**src/rtl/wptr_full_sync.sv**
```systemverilog
// Write-side pointer and flag controller for the dual-clock FIFO: binary/Gray write
// pointers, read-pointer synchroniser, registered full/almost-full/count/overflow.
module wptr_full_sync #(
  parameter int unsigned ADDR_WD     = 4,
  parameter int unsigned SYNC_STAGES = 2
) (
  input  logic               wclk,
  input  logic               wrst_n,
  input  logic               winc,
  input  logic [ADDR_WD:0]   rptr_gray,
  input  logic [ADDR_WD:0]   afull_thresh,
  input  logic               wovf_clr,
  output logic               wen,
  output logic [ADDR_WD-1:0] waddr,
  output logic [ADDR_WD:0]   wptr,
  output logic               wfull,
  output logic               walmost_full,
  output logic [ADDR_WD:0]   wcount,
  output logic               woverflow
);

  logic [ADDR_WD:0] r_sync [SYNC_STAGES];
  logic [ADDR_WD:0] r_wbin;
  logic [ADDR_WD:0] r_wgray;
  logic [ADDR_WD:0] r_wcount;
  logic             r_wfull;
  logic             r_walmost_full;
  logic             r_woverflow;

  logic [ADDR_WD:0] w_rq_gray;
  logic [ADDR_WD:0] w_rq_bin;
  logic [ADDR_WD:0] w_wbnext;
  logic [ADDR_WD:0] w_wgnext;
  logic [ADDR_WD:0] w_cnext;
  logic [ADDR_WD:0] w_full_match;
  logic             w_wen;
  logic             w_ovf_set;

  always_comb w_rq_gray = r_sync[SYNC_STAGES-1];

  // Gray-to-binary: each binary bit is the XOR of all Gray bits at or above it.
  always_comb begin
    w_rq_bin = '0;
    for (int unsigned i = 0; i <= ADDR_WD; i++) begin
      w_rq_bin[i] = ^(w_rq_gray >> i);
    end
  end

  always_comb begin
    w_wen        = winc & ~r_wfull;
    w_wbnext     = r_wbin + {{ADDR_WD{1'b0}}, w_wen};
    w_wgnext     = (w_wbnext >> 1) ^ w_wbnext;
    // Full when the next write pointer is one lap ahead of the synchronised read pointer.
    w_full_match = {~w_rq_gray[ADDR_WD:ADDR_WD-1], w_rq_gray[ADDR_WD-2:0]};
    w_cnext      = w_wbnext - w_rq_bin;
    w_ovf_set    = winc & r_wfull;
  end

  always_ff @(posedge wclk) begin
    if (!wrst_n) begin
      for (int unsigned i = 0; i < SYNC_STAGES; i++) begin
        r_sync[i] <= '0;
      end
      r_wbin         <= '0;
      r_wgray        <= '0;
      r_wcount       <= '0;
      r_wfull        <= 1'b0;
      r_walmost_full <= 1'b0;
      r_woverflow    <= 1'b0;
    end else begin
      r_sync[0] <= rptr_gray;
      for (int unsigned i = 1; i < SYNC_STAGES; i++) begin
        r_sync[i] <= r_sync[i-1];
      end
      r_wbin         <= w_wbnext;
      r_wgray        <= w_wgnext;
      r_wcount       <= w_cnext;
      r_wfull        <= (w_wgnext == w_full_match);
      r_walmost_full <= (w_cnext >= afull_thresh);
      if (w_ovf_set) begin
        r_woverflow <= 1'b1;
      end else if (wovf_clr) begin
        r_woverflow <= 1'b0;
      end
    end
  end

  always_comb begin
    wen          = w_wen;
    waddr        = r_wbin[ADDR_WD-1:0];
    wptr         = r_wgray;
    wfull        = r_wfull;
    walmost_full = r_walmost_full;
    wcount       = r_wcount;
    woverflow    = r_woverflow;
  end

endmodule

```
**config.mk**
```make
export PLATFORM = sky130hd
export DESIGN_NAME = wptr_full_sync
export DESIGN_NICKNAME = d
export VERILOG_FILES = /design/src/rtl/wptr_full_sync.sv
export SDC_FILE = /design/constraint.sdc
export NUM_CORES = 1
export LEC_CHECK = 0
export ABC_AREA = 1
export CAP_MARGIN = 25
export CORE_MARGIN = 8
export CORE_UTILIZATION = 53
export CTS_CLUSTER_SIZE = 16
export DETAILED_ROUTE_END_ITERATION = 10
export PLACE_DENSITY = 0.84
export SYNTH_ARGS = -nofsm -noshare
export SYNTH_HDL_FRONTEND = slang
export SYNTH_SLANG_ARGS = --single-unit
```
**constraint.sdc**
```tcl
create_clock -name wclk -period 5.45 [get_ports wclk]
set_input_delay 1.09 -clock wclk [delete_from_list [all_inputs] [get_ports wclk]]
set_output_delay 1.09 -clock wclk [all_outputs]
set_load 0.03 [all_outputs]
```
Word-level counts from Yosys, hierarchy flattened
Memory sizes are Yosys's and may differ from the RTL's.
Cells that the tools add are included.
{"block": "totals", "reg_bits": 18, "mem_bits_rw": 10, "input_bits": 14, "output_inout_bits": 18, "wordCells": 30, "mem_count": 1}
{"block": "op_classes", "addsub": 2, "order_cmp": 1, "eq_ne": 1, "muxes": 6, "bitwise_logic": 7, "n_reduce_logical": 6}
{"name": "r_sync", "depth": 2, "width": 5, "rd": 2, "rd_clocked_by_memory_dff": 0, "wr": 2, "line_no": "22", "rtl": "logic [ADDR_WD:0] r_sync [SYNC_STAGES];"}
{"cell": "$reduce_xor A5 Y1", "count": 5}
{"cell": "$mux W5", "count": 2}
{"cell": "$add A5 B1 Y5", "count": 1}
{"cell": "$eq A5 B5 Y1", "count": 1}
{"cell": "$ge A5 B5 Y1", "count": 1}
{"cell": "$sub A5 B5 Y5", "count": 1}
{"cell": "$xor A4 B5 Y5", "count": 1}
{"cell": "$mux W1", "count": 4}
{"cell": "$and A1 B1 Y1", "count": 2}
{"cell": "$not A2 Y2", "count": 1}
{"cell": "$or A1 B1 Y1", "count": 2}
{"cell": "$reduce_bool A2 Y1", "count": 1}
{"cell": "$not A1 Y1", "count": 1}

Logic depth before layout (Yosys ltp)
{"block": "logic_depth", "ltp_word": 5, "depth_mapped": 19, "depth_no_buf": 19}

Least setup slack after synthesis
Ideal clock, no wire load.
{"block": "synth_path", "path_type": "in2reg", "from": "in winc", "to": "reg r_walmost_full (netlist: walmost_full)", "setup_time_ps": 130, "arrival_time_ps": 3132, "t_required_ps": 5320, "path_slack_ps": 2188, "stages": 16, "n_path_buf": 0, "cell_sequence": "nand3_2 -> inv_2 -> ha_1 -> inv_1 -> fa_1 -> inv_1 -> nand3_2 -> nand2_1 -> nand2_1 -> nand2_2 -> inv_1 -> ha_1 -> a21oi_1 -> o221ai_1 -> a21oi_1 -> nor2_1"}
{"block": "synth_between", "elab_chain_len": 4}
{"element": "start: declaration", "line_no": "9", "rtl": "input logic winc,"}
{"element": "$and A1 B1 Y1", "line_no": "50", "rtl": "w_wen = winc & ~r_wfull;"}
{"element": "$add A5 B1 Y5", "line_no": "51", "rtl": "w_wbnext = r_wbin + {{ADDR_WD{1'b0}}, w_wen};"}
{"element": "net w_wbnext[1]", "line_no": "32", "rtl": "logic [ADDR_WD:0] w_wbnext;"}
{"element": "$sub A5 B5 Y5", "line_no": "55", "rtl": "w_cnext = w_wbnext - w_rq_bin;"}
{"element": "net w_cnext[4]", "line_no": "34", "rtl": "logic [ADDR_WD:0] w_cnext;"}
{"element": "$ge A5 B5 Y1", "line_no": "79", "rtl": "r_walmost_full <= (w_cnext >= afull_thresh);"}
{"element": "end signal: assignment", "line_no": "79"}
{"element": "end: declaration", "line_no": "27", "rtl": "logic r_walmost_full;"}
The timed path passes the listed nets, and every way through them passes these cells.
A chain may end at the register's enable or synchronous reset.

Final worst setup path
Same ends and word-level chain as after synthesis.

==> run summary <==
# rows - 19
Synthesis Warnings - 0
Final TNS setup - 0 ns
core area - 2660 sq um
cts repair resizes - 0
clock root cell - clkbuf_4
RSZ-0062 raised after global routing - no
Power Total - 0.458 mW
share of cells above drive strength 1 - 10.9%
Initial Utilization - 54.0%
clock buffer depth - 2
area grow syn2layout - 25.6%
DRC - 0
drt total wl - 2850 microns
port bufs - 31
die area - 4630 sq um
Syn Std Cell Area - 1440 sq um
CP arrival - 3.80 ns
CTS buffer count - 3
HP Class - reg -> reg
Post-CTS Hold Buffers - 0
Die Span Y - 68.1 microns
CTS Sinks - 27
Final setup viols - 0
status - finished, final reports clean
Final Core Density - 67.8%
gr ovfl total - 0
DR WL met3 - 189 microns
# H-tree levels - 1
Worst-Margin Slew - 0.526 ns
Via Count - 1254
Final Skew - 0.000711 ns
M1 WL - 1280 microns
Max-slew headroom - 64.9%
Skew-Pair Late Insertion Delay - 0.33 ns
MaxCap Viol Count - 0
initial antenna violation count - 0
Peak supply drop - 0.227 mV
Clock transition at path regs - 0.14 ns
Pleak - 0.924 nW
final hold vios - 0
DR WL met2 - 1310 microns
startpoint types - input pin
Fmax - 0.279 GHz
register area share after synthesis - 37.6%
DIE WIDTH - 68.1 microns
IO Pins - 32
GP Congestion - 0.790
syn nets - 221
Seq cells post-synth - 27
CP endpoint kind - flop
Cell variety after synth - 22
largest net degree at the start of global routing - 17
Cells after Synth - 196
Total GRT Usage - 13.2%
global-route wire length before repair - 4840 microns
max-slew violations - 0
CTS tree - built
Pre-antenna DRT Iters - 4
Synth Area per Inst - 7.33 sq um
highest metal layer with signal wires - met4
Power Dens Cells - 254 nW/um^2
vias in the first global route - 1246
minimum clock period after layout - 3.58 ns
WL per Instance - 11.0 microns
vias per inst - 4.82
post-CTS setup buffers - 0
crit share post-route - 65.7%
Antenna Nets Post-Route - 0
detailed placement HPWL - 2260 microns
critical path peak fanout - 5
initial drt markers - 51
# nets final - 255
fill cell count - 235
Hold Slack - 0.424 ns
Diodes inserted - 0
Worst EP required - 5.67 ns
CP Class - in -> reg
[routing by layer]
layer	up-vias	global-route usage [%]
li1	661	-
met1	551	15.1
met2	33	22.6
met3	9	2.95
met4	0	6.91
met5	-	0
[area by class of cell]
type | count | area, sq um | area share [%]
tap | 31 | 38.8 | 2.15
sequential | 27 | 541 | 29.9
clock buffer | 4 | 26.3 | 1.46
inverter | 37 | 139 | 7.69
timing repair buffer | 31 | 310 | 17.2
multi-input combinational | 130 | 751 | 41.6
[where the power goes]
group          switching, mW  internal, mW
Combinational         0.0873        0.0657
Clock                 0.0591        0.0288
Sequential           0.00556         0.212
Total                  0.152         0.307
[metrics by stage]
| stage | area [sq um] | instances | worst slack, ns |
|---|---|---|---|
| floorplan | 1440 | 196 | 2.19 |
| global placement | 1780 | 256 | 1.59 |
| detailed placement | 1780 | 256 | 1.50 |
| CTS | 1810 | 260 | 1.86 |
| global route | 1810 | 260 | 1.65 |
| finish | 1810 | 260 | 1.87 |
[sequential cells by signal, summed over array words and instances, names as in the netlist]
name          flops
wptr              4
wfull             1
woverflow         1
walmost_full      1
r_sync           10
r_wbin            5
wcount            5
[cells in the final DEF, fill, tap and decap left out]
cell / count
clkdlybuf4s50_1: 31
clkbuf_4: 3
a21oi_1: 10
o221ai_1: 1
fa_1: 1
or2_2: 1
inv_2: 2
o21bai_2: 1
clkbuf_1: 1
nand4_1: 1
nor2_2: 2
xnor2_1: 1
nand3_1: 12
nand3_2: 5
ha_1: 10
xor2_1: 4
nand2_1: 55
inv_1: 35
xor2_2: 2
nand2_2: 8
dfxtp_1: 27
nor2_4: 1
nor2_1: 15
[worst max-delay path: stages]
cell and delay (ns):
clkdlybuf4s50_1 0.45, nand3_2 0.13, inv_2 0.05, ha_1 0.35, inv_1 0.11, fa_1 0.46
inv_1 0.08, nand3_2 0.08, nand2_1 0.06, nand2_1 0.06, nand2_2 0.08, inv_1 0.04
ha_1 0.31, a21oi_1 0.15, o221ai_1 0.12, a21oi_1 0.13, nor2_1 0.05
[kinds of logic after synthesis]
family | Yosys count | synth area share (%)
AO/OA/AOI/OAI | 12 | 4.87
XOR/XNOR | 7 | 5.31
adder cells (fa/ha/maj) | 11 | 10.1
buffers and inverters | 39 | 10.2
flip-flops | 27 | 37.6
AND/OR/NAND/NOR | 100 | 31.9
[synthesized netlist by cell type, drive strengths merged]
library cell	count	area, sq um
buf	1	3.75
o221ai	1	8.76
nor2	18	80.1
o21bai	1	11.3
dfxtp	27	541
nand3	17	110
nand4	1	6.26
inv	37	139
clkbuf	1	3.75
fa	1	20.0
nand2	63	257
or2	1	6.26
xor2	6	67.6
xnor2	1	8.76
a21oi	10	50.1
ha	10	125
[path summary, 6_finish.rpt]
path / start / endpoint / slack (ns) / depth (start not counted)
max: winc / walmost_full$_SDFF_PN0_ / 1.87 / 17
max reg2reg: r_sync[0][8]$_SDFF_PN0_ / walmost_full$_SDFF_PN0_ / 2.41 / 19
min reg2reg: r_sync[0][4]$_SDFF_PN0_ / r_sync[0][9]$_SDFF_PN0_ / 0.42 / 2
min: r_sync[0][4]$_SDFF_PN0_ / r_sync[0][9]$_SDFF_PN0_ / 0.42 / 2
(Power assumes the default switching activity.)
==> variant 1, RTL diff (config.mk and constraints unchanged) <==
Register the input `afull_thresh` before use, cleared by the reset. The logic sees it one clock later. The other inputs are not delayed to match.
--- a/src/rtl/wptr_full_sync.sv
+++ b/src/rtl/wptr_full_sync.sv
@@ -19,4 +19,14 @@
   output logic               woverflow
 );
+
+  logic [ADDR_WD:0] afull_thresh_q;
+
+  always_ff @(posedge wclk) begin
+    if (!wrst_n) begin
+      afull_thresh_q <= '0;
+    end else begin
+      afull_thresh_q <= afull_thresh;
+    end
+  end
 
   logic [ADDR_WD:0] r_sync [SYNC_STAGES];
@@ -77,5 +87,5 @@
       r_wcount       <= w_cnext;
       r_wfull        <= (w_wgnext == w_full_match);
-      r_walmost_full <= (w_cnext >= afull_thresh);
+      r_walmost_full <= (w_cnext >= afull_thresh_q);
       if (w_ovf_set) begin
         r_woverflow <= 1'b1;
Function: changed (a bounded check fails within 4 cycles, from zero or initial values and one cycle with wrst_n low).
==> variant 1 against the original RTL <==
Worst hold slack worse by 7.6 ps. Non-clock buffer count stayed put. Power is 20% higher. Maximum frequency is 0.12% lower. Sequential cell count is 5 higher. Cell area is 9.7% higher. Setup slack worse by 4.4 ps. Synthesized cell count is 8.2% higher. Largest power group unchanged. Sequential share of layout area is 2.4 points higher. Cell count is 8.1% higher. Routed wire length is 4.0% lower. Via count is 4.2% higher. Clock power is 55% higher. Area after synthesis is 9.8% higher.
==> variant 1: results <==
[hold_path]
hold_path.class = flip-flop to flip-flop
worst_hold_path.endpoint = r_sync[0][6]$_SDFF_PN0_
min-delay-start = r_sync[0][1]$_SDFF_PN0_
holdPathStages = 2

[finish]
largest_reg_flops = 10
regMostFlops = r_sync
antenna_cells = 0
fin_nets = 272
fillers = 255
drive_above_1_share = 0.121

[route]
drtIter0Drc = 72
dr_total_vias = 1307
routed_wl_mm = 2.74
firstDrtPassIters = 4

[global_route]
grt_pass1_vias = 1192
antenna_found_initial = 0
grt_usage = 0.122
grt_max_degree = 18
grt_pass1_wl_mm = 4.89

[worst_setup_path]
r2r-end = walmost_full$_SDFF_PN0_
rr_worst_depth = 19
crit_fanout = 5
reg2reg_setup_slack_ps = 2420
r2r-start = r_sync[0][8]$_SDFF_PN0_

[pwr]
swShare = 0.310
p_leak_nw = 1.03
vdd_drop_max_mv = 0.182

[cts]
htree_levels = 2
ctsResizeCount = 0
cts_root_buf = clkbuf_4
post_cts_buffers = 0
cts.path.max_buffers = 2
numCtsBuffers = 5
clkTransAtPathRegs_ps = 90
insertion_delay_ps = 330

[logic_synthesis]
synth_xor_xnor_area_share = 0.0483
synthAdderAreaFrac = 0.0919
ys_seq_area_frac = 0.406
synth_nets = 237
synth_mux_area_frac = 0
synth_cell_types = 22
synth_top_cells_by_area = dfxtp_1, nand2_1, inv_1
synthArstFlopShare = 0
synth_common_cells = nand2_1, inv_1, dfxtp_1
ys.flop_type = dfxtp_1
yosysWarnings = 0
synth_compound_area_frac = 0.0444

[timing]
fin_skew_ps = 4.93
setup_viol = 0
slew_headroom = 0.614

[placement]
port_buffers = 31
gp_congestion = 0.895
placed_area_um2 = 1920
hpwlAfterDp_mm = 2.17

[run_status]
outcome = complete, no violations
[variant 1: metrics by stage]
| stage | utilization | std cells | hold WS [ps] | setup WS (ps) |
|---|---|---|---|---|
| global route | 0.671 | 281 | 445 | 1700 |
| CTS | 0.671 | 281 | 418 | 1890 |
| finish | 0.671 | 281 | 416 | 1860 |
| detailed placement | 0.650 | 273 | 399 | 1540 |
| floorplan | - | 212 | 390 | 2190 |
| global placement | 0.650 | 273 | 393 | 1620 |
[variant 1: kinds of logic (layout without fill, tap and decap cells)]
logic type / count (synthesis) / count (layout)
and+or+nand+nor: 105 / 105
buffers and inverters: 45 / 81
DFF: 32 / 32
AOI/OAI and AO/OA: 12 / 12
adders and majority gates: 11 / 11
xor gates and xnor gates: 7 / 7
[variant 1: critical path, stage by stage]
cell,delay (ps)
clkdlybuf4s50_1,450
nand3_2,130
inv_2,50
ha_1,330
inv_1,110
fa_1,450
inv_1,80
nand3_2,80
nand2_1,70
nand2_1,60
nand2_2,80
inv_1,40
ha_1,310
a21oi_1,160
o221ai_1,120
a21oi_1,130
nor2_1,50
[variant 1: layer usage]
metal  track usage  up-vias  share of wire
met5             0        -              0
met4        0.0670        0          0.018
met3        0.0579        6          0.068
met2         0.194       34           0.46
met1         0.131      561           0.45
li1              -      706              -
[variant 1: layout make-up]
cell class	instances	area share
Inverter	42	0.0796
Clock buffer	6	0.0259
Tap cell	33	0.0208
Clock inverter	2	0.00505
Multi-Input combinational cell	135	0.389
Sequential cell	32	0.323
Timing Repair Buffer	31	0.157
[variant 1: power groups by stage]
stage	Sequential, mW	Combinational [mW]	Clock, mW
floorplan	0.284	0.0853	0
global placement	0.261	0.156	0
detailed placement	0.262	0.158	0
CTS	0.256	0.159	0.142
global route	0.258	0.175	0.155
finish	0.256	0.157	0.136
[variant 1: how the worst max path moves through the flow]
stage | end | slack (ps) | from
after floorplan | walmost_full$_SDFF_PN0_ | 2190 | winc
after CTS | walmost_full$_SDFF_PN0_ | 1890 | winc
after detailed placement | walmost_full$_SDFF_PN0_ | 1540 | winc
final | walmost_full$_SDFF_PN0_ | 1860 | winc
after global routing | walmost_full$_SDFF_PN0_ | 1700 | winc
after global placement | walmost_full$_SDFF_PN0_ | 1620 | winc
==> variant 2, RTL diff (config.mk and constraints unchanged) <==
Without the edit above. Set the parameter `ADDR_WD` to 5 (it was 4).
--- a/src/rtl/wptr_full_sync.sv
+++ b/src/rtl/wptr_full_sync.sv
@@ -2,5 +2,5 @@
 // pointers, read-pointer synchroniser, registered full/almost-full/count/overflow.
 module wptr_full_sync #(
-  parameter int unsigned ADDR_WD     = 4,
+  parameter int unsigned ADDR_WD     = 5,
   parameter int unsigned SYNC_STAGES = 2
 ) (
Ports: changed (5 resized); port bits go from 32 to 37. The function was not compared with the original's and may differ.
==> variant 2 against the original RTL <==
Sequential cell count is 5 higher. Cell area rose by 22%. Routed wire length increased by 23%. Setup slack worse by 520 ps. Global-route usage up 0.67 points. Count of clock-buffer cells in the layout grew 2. Area after synthesis increased by 22%. Power rose by 37%. Largest cell class unchanged. Highest routed layer unchanged.
==> variant 2: results <==
[logic_synthesis]
synth_nets = 265
synth_cell_types = 29
synthAdderAreaFrac = 0.104
yosysTopAreaCellShare = 0.366

[global_route]
met2_usage = 0.226
grt_pass1_wl_mm = 5.83
grt_max_degree = 19

[finish]
post-route-util = 0.674
fillers = 292
drive_above_1_share = 0.0766
num-multi-input-gates = 150
register_area_um2 = 641
multi_input_area_um2 = 896
bufAreaShareNonClock = 0.164
instances_no_fill = 320
inverters = 48

[run_status]
outcome = complete, no violations

[route]
drtIter0Drc = 64
wl_met2_mm = 1.63
dr_total_vias = 1508
wl_per_cell_um = 11.0

[worst_setup_path]
slowest_stage = clkdlybuf4s50_1
crit_fanout = 6

[timing]
worst_slew_pin_slew_ps = 629

[placement]
hpwlAfterDp_mm = 2.80
port_buffers = 36

[hold_path]
worst_hold_path.endpoint = r_sync[0][10]$_SDFF_PN0_
==> variant 2: cell families after synthesis <==
group,Yosys count
AND/OR/NAND/NOR,109
flip-flops,32
XOR/XNOR,13
buffers and inverters,53
adder cells (fa/ha/maj),14
AO/OA/AOI/OAI,14
==> variant 2: worst max path at each step <==
stage	from	endpoint	slack [ps]
after floorplan	winc	walmost_full$_SDFF_PN0_	1450
after global placement	winc	walmost_full$_SDFF_PN0_	1210
after detailed placement	winc	walmost_full$_SDFF_PN0_	1030
after CTS	winc	walmost_full$_SDFF_PN0_	1390
after global routing	winc	walmost_full$_SDFF_PN0_	1040
final	winc	walmost_full$_SDFF_PN0_	1350
==> variant 2: report_power, final <==
| part | internal (mW) | switching, mW | total (mW) |
|---|---|---|---|
| Sequential | 0.255 | 0.00879 | 0.263 |
| Clock | 0.0613 | 0.0808 | 0.142 |
| Combinational | 0.0954 | 0.125 | 0.221 |
